===== src/rtl/param_updown_counter.sv =====
// Parameterised up/down counter with enable prescaler, synchronous load,
// wrap or saturate behaviour at the limits, a one-cycle terminal-count
// pulse and a sticky overflow/underflow flag.
module param_updown_counter #(
    parameter int unsigned      WIDTH    = 8,
    parameter logic [WIDTH-1:0] MAX_VAL  = '1,
    parameter int unsigned      PRESCALE = 1,
    parameter bit               SATURATE = 1'b0
) (
    input  logic             clk,
    input  logic             rst,
    input  logic             en,
    input  logic             up,
    input  logic             load,
    input  logic [WIDTH-1:0] load_val,
    input  logic             clr_ovf,
    output logic [WIDTH-1:0] q,
    output logic             tick,
    output logic             tc,
    output logic             ovf
);

    // Prescaler runs 0..PRESCALE-1; 16 bits covers the full legal range.
    localparam logic [15:0] PRESC_LAST = 16'(PRESCALE - 1);

    logic [15:0]      presc_q, presc_d;
    logic [WIDTH-1:0] count_q, count_d;
    logic             tc_q, tc_d;
    logic             ovf_q, ovf_d;

    logic             at_limit;
    logic             set_evt;
    logic [WIDTH-1:0] step_val;
    logic [WIDTH-1:0] load_clamped;

    // Step strobe: enabled cycle in which the prescaler is at its last value.
    always_comb begin
        tick = en && (presc_q == PRESC_LAST);
    end

    // Value the counter would take on a step, and whether the step hits a limit.
    always_comb begin
        at_limit = up ? (count_q == MAX_VAL) : (count_q == '0);
        step_val = count_q;
        if (up) begin
            if (count_q == MAX_VAL) begin
                step_val = SATURATE ? count_q : '0;
            end else begin
                step_val = count_q + 1'b1;
            end
        end else begin
            if (count_q == '0) begin
                step_val = SATURATE ? count_q : MAX_VAL;
            end else begin
                step_val = count_q - 1'b1;
            end
        end
        load_clamped = (load_val > MAX_VAL) ? MAX_VAL : load_val;
    end

    // Next-state selection: rst > load > step > hold.
    always_comb begin
        presc_d = presc_q;
        count_d = count_q;
        tc_d    = 1'b0;
        ovf_d   = ovf_q;
        set_evt = 1'b0;
        if (rst) begin
            presc_d = '0;
            count_d = '0;
            ovf_d   = 1'b0;
        end else if (load) begin
            // Load swallows any coincident step; ovf only reacts to clr_ovf.
            presc_d = '0;
            count_d = load_clamped;
            if (clr_ovf) begin
                ovf_d = 1'b0;
            end
        end else begin
            if (en) begin
                presc_d = tick ? '0 : presc_q + 16'd1;
            end
            if (tick) begin
                count_d = step_val;
                set_evt = at_limit;
            end
            tc_d = set_evt;
            // A coinciding set event takes precedence over the clear.
            if (set_evt) begin
                ovf_d = 1'b1;
            end else if (clr_ovf) begin
                ovf_d = 1'b0;
            end
        end
    end

    // State registers.
    always_ff @(posedge clk) begin
        presc_q <= presc_d;
        count_q <= count_d;
        tc_q    <= tc_d;
        ovf_q   <= ovf_d;
    end

    // Registered outputs.
    always_comb begin
        q   = count_q;
        tc  = tc_q;
        ovf = ovf_q;
    end

endmodule


===== config.mk =====
export PLATFORM = sky130hd
export DESIGN_NAME = param_updown_counter
export DESIGN_NICKNAME = d
export VERILOG_FILES = /design/src/rtl/param_updown_counter.sv
export SDC_FILE = /design/constraint.sdc
export NUM_CORES = 1
export LEC_CHECK = 0
export ABC_AREA = 1
export CORE_MARGIN = 5
export CORE_UTILIZATION = 56
export CTS_BUF_LIST = sky130_fd_sc_hd__clkbuf_4 sky130_fd_sc_hd__clkbuf_8
export DETAILED_ROUTE_END_ITERATION = 8
export PLACE_DENSITY_LB_ADDON = 0.1
export SKIP_CTS_REPAIR_TIMING = 1
export SYNTH_ARGS = -nofsm -noshare
export SYNTH_HDL_FRONTEND = slang
export SYNTH_SLANG_ARGS = --single-unit

===== constraint.sdc =====
create_clock -name clk -period 1.49 [get_ports clk]
set_input_delay 0.2235 -clock clk [delete_from_list [all_inputs] [get_ports clk]]
set_output_delay 0.2235 -clock clk [all_outputs]
set_load 0.01 [all_outputs]

### After elaboration in Yosys (flattened, before gate mapping)

Cells that the tools add are included.

* register bits: 26
* bits in latches: 0
* memory bits (writable): 0
* bits in read-only memories: 0
* bits of input ports: 14
* output and inout port bits: 11
* logic and storage cells: 28
* memories kept: 0

* $add $sub $neg: 3
* $mul: 0
* div/mod/pow operators: 0
* magnitude comparators: 1
* equality and inequality tests: 1
* shift operators: 0
* muxes and demuxes: 14
* bitwise gates (word level): 0
* reductions and logical operators: 5

Operator list (number)
* 2-to-1 mux 8 bit: 6
* adder 16 x 1 -> 16 bit (second input constant): 1
* zero test 16 bit: 1
* 2-to-1 mux 16 bit: 1
* adder 8 x 1 -> 8 bit (second input constant): 1
* equality test 8 bit (second input constant): 1
* > comparator 8 bit (second input constant): 1
* zero test 8 bit: 1
* subtractor 8 x 1 -> 8 bit (second input constant): 1
* 2-to-1 mux 1 bit: 7
* nonzero test 2 bit: 1
* OR reduction 2 bit: 1
* logical AND 1 bit: 1

### Longest topological paths before layout

* depth in word-level cells: 7
* gate-level depth with buffers: 11
* depth with buffers taken out: 10

### Worst setup path before layout

No wires, ideal clock.

* kind: flip-flop to flip-flop
* from: register presc_q[1]
* to: register presc_q[10]
* setup time: 0.114 ns
* data arrival time: 1.262 ns
* required time: 1.376 ns
* setup slack: 0.114 ns
* stages on the path, launching flop included: 9
* path buffers: 0
* period minus slack after synthesis: 1.376 ns
* cells stage by stage: dfxtp_1 ha_1 inv_1 nor3_2 nand2_1 nor2_2 nand3_2 nor2_1 nor2_2

* longest elaborated chain between the ends: 3
* elaborated cells on any way between the ends: 4
* classes of those cells: add/sub (1); mux (1); reduce/logical (2)

Ends and longest elaborated chain
* from (decl): RTL line 26 `logic [15:0] presc_q, presc_d;`
* from (signal assigned): RTL line 99 `presc_q <= presc_d;`
* branches (longest 2 deep; another with adder 16 x 1 -> 16 bit)
* 2-to-1 mux 16 bit (*): RTL line 81 `presc_d = tick ? '0 : presc_q + 16'd1;`

Every way passes the cells marked *.
A chain may end at the register's enable or synchronous reset.

### Worst setup path after layout

* from: register presc_q[0]
* to: register presc_q[9]

The elaborated chain is that of the path after synthesis.

==> results.yml <==
clocking:
  htree_levels: 1
  cts_tree: "done"
  cts_buffers: 3
  clock_latency_ns: 0.34
  cts.clk_slew.worst_paths_ns: 0.16
  cts-root-buf: "clkbuf_4"
  clock_sinks: 26
  clockBufferDepth: 2
yosys:
  synth-edff-count: 0
  ys_ff_latch: 26
  synth-compound-area-share_pct: 6.18
  yosysTopAreaCell: "dfxtp_1"
  synth_top_family_by_area: "simple AND/OR/NAND/NOR gates"
  syn_avg_cell_area_sq_um: 6.26
  synth_area_sq_mm: 0.00182
  synth_area_leaders: "dfxtp_1 (29%), nand2_1 (15%), nor2_1 (11%)"
  seq_area_frac_synth_pct: 28.6
  ys_types: 32
  synth_ff_type: "dfxtp_1"
  synthAdderAreaFrac_pct: 3.43
  synth-xor-area-share_pct: 3.84
  synthArstFlopShare_pct: 0
  synthSimpleGateAreaFrac_pct: 48.4
  synth_fp_nets: 310
  synth_cells: 291
  yosysMostFrequentCell: "nand2_1"
  ys_warn_count: 0
  synth_top_area_share_pct: 28.6
  synthMuxAreaShare_pct: 0
  synth_common_cells: "nand2_1 (73), nor2_1 (55), inv_1 (34)"
status:
  violations: "negative setup slack"
  outcome: "complete, but fails checks"
route:
  drc: 0
  vias: 2223
  via_per_inst: 5.44
  routed_wl_microns: 5780
  ant_nets: 0
  dr.pass1.iters: 5
  wl_per_cell_microns: 14.1
  dr.first_iter.drc_count: 190
timing:
  fin_skew_ns: 0.00623
  worst_slack_ns: -0.148
  hold_ws_ns: 0.451
  fmax_mhz: 611
  post-route-period-util_pct: 110
  setup_viol: 19
  slew_headroom_pct: 82.7
  grt_setup_unrepaired: "true"
  final_hold_viol_count: 0
  worst_pin_slew_ns: 0.259
  fin_setup_tns_ns: -1.36
  drv_slew: 0
  period_minus_slack_ns: 1.64
power:
  p_int_w: 0.00123
  combPwrFrac_pct: 28.0
  swShare_pct: 30.5
  clkPwrFrac_pct: 29.0
  power_leakage_nw: 1.23
  power_density_mw_per_mm2: 677
  seq_power_share_pct: 43.1
  switching_power_w: 0.000542
  ir_drop_mv: 0.903
floorplan:
  rows: 20
  die_x_microns: 67.1
  core_area_sq_mm: 0.00308
  fp.dieH_microns: 67.1
  ios: 25
  dieArea_sq_mm: 0.00450
  initial_core_util_pct: 59.2
global_route:
  grt_max_degree: 16
  grt_pass1_vias: 2009
  grt_overflow: 0
  grt_antenna_before_repair: 0
  grt_pass1_wl_microns: 8310
  grt.total_usage_pct: 23.7
setup_path:
  cpPeakStageDelay_ns: 0.39
  worstPathMaxFanout: 7
  slowest_stage: "dfxtp_2"
  arrival_ns: 1.93
  start_kind: "register"
  timing.critical_path.buf_inv: 3
  worstSetupEndpointType: "register"
  cp.required_ns: 1.78
  cp_cell_sequence: "inv_2 > ha_4 > nand3_2 > nor2_4 > nand2_4 > buf_4 > nand2_4 > nor2_4 > buf_4 > o21ai_0 > nor2_1"
  critPathTopFamily: "simple AND/OR/NAND/NOR gates"
  crit_type: "register to register"
place:
  post-place-ws_ns: -0.479
  hpwl_microns: 3750
  place_area_sq_mm: 0.00242
  gp_congestion: 0.947
  io_buffer_count: 24
cells_and_area:
  drive_above_1_share_pct: 27.7
  diodes: 0
  fin_nets: 385
  design_area_sq_mm: 0.00262
  syn_to_final_growth_pct: 43.9
hold_path:
  hp-class: "input pin to register"
run:
  drv_cap: 0
## per-stage QoR
stage / util (%) / total power [W] / cells
2_1_floorplan: - / 0.00103 / 291
3_3_place_gp: 78.6 / 0.00122 / 397
3_5_place_dp: 78.6 / 0.00123 / 397
4_1_cts: 80.3 / 0.00173 / 401
5_1_grt: 85.2 / 0.00185 / 409
6_report: 85.2 / 0.00178 / 409
## cells in the final DEF (no fill, tap or decap), types with 4 or more instances in the layout
| cell | count |
|---|---|
| a21oi_1 | 6 |
| buf_4 | 49 |
| clkdlybuf4s50_1 | 20 |
| dfxtp_1 | 16 |
| dfxtp_2 | 8 |
| inv_1 | 32 |
| nand2_1 | 73 |
| nand2_2 | 6 |
| nand3_1 | 26 |
| nand3_2 | 5 |
| nand4_1 | 4 |
| nor2_1 | 51 |
| nor2_2 | 5 |
| nor2_4 | 7 |
| nor3_1 | 4 |
| o21ai_0 | 11 |
| xor2_1 | 6 |
## path summary, 6_finish.rpt
check / start / endpoint / slack (ns) / cells past startpoint
hold / removal: clr_ovf / ovf / 0.45 / 2
setup / recovery: presc_q[0] / presc_q[9] / -0.15 / 11
hold reg to reg: q[4] / q[4] / 0.52 / 2
setup reg to reg: presc_q[0] / presc_q[9] / -0.15 / 11
## worst reg2reg max path, delay by kind of cell (launching register included)
family / cells / cell delay, ns
and+or+nand+nor: 6 / 0.60
buffers and inverters: 3 / 0.37
DFF: 1 / 0.39
AOI/OAI and AO/OA: 1 / 0.09
adders and majority gates: 1 / 0.16
## flip-flops by register name, indices dropped and copies added, names as in the netlist
| register | flops |
|---|---|
| ovf | 1 |
| presc_q | 16 |
| q | 8 |
| tc | 1 |
## cell families after synthesis
kind of cell / count (synthesis)
compound gates: 21
buf+inv: 41
flops: 26
simple gates: 190
fa+ha+maj: 5
xor+xnor: 8
## metal layers
layer | GRT usage [%] | part of all wire, % | vias to the layer above
li1 | - | - | 1061
met1 | 26.8 | 38 | 1025
met2 | 43.2 | 51 | 109
met3 | 4.05 | 6.0 | 28
met4 | 9.37 | 4.8 | 0
met5 | 0 | 0 | -
## power by group through the flow
stage	clock network, W	registers (W)	logic, W
6_report	0.000514	0.000765	0.000496
5_1_grt	0.000540	0.000770	0.000543
4_1_cts	0.000512	0.000764	0.000457
3_5_place_dp	0	0.000778	0.000449
3_3_place_gp	0	0.000778	0.000443
2_1_floorplan	0	0.000774	0.000254
## area by class of cell
type | count | area (sq um)
repair buffers | 75 | 648
clock inverters | 1 | 30.0
inverters | 36 | 140
clock buffers | 3 | 22.5
multi-input cells | 224 | 1190
fillers | 202 | 455
flip-flops and latches | 26 | 538
well taps | 44 | 55.1
No activity file was read; power rests on OpenSTA's default activity.
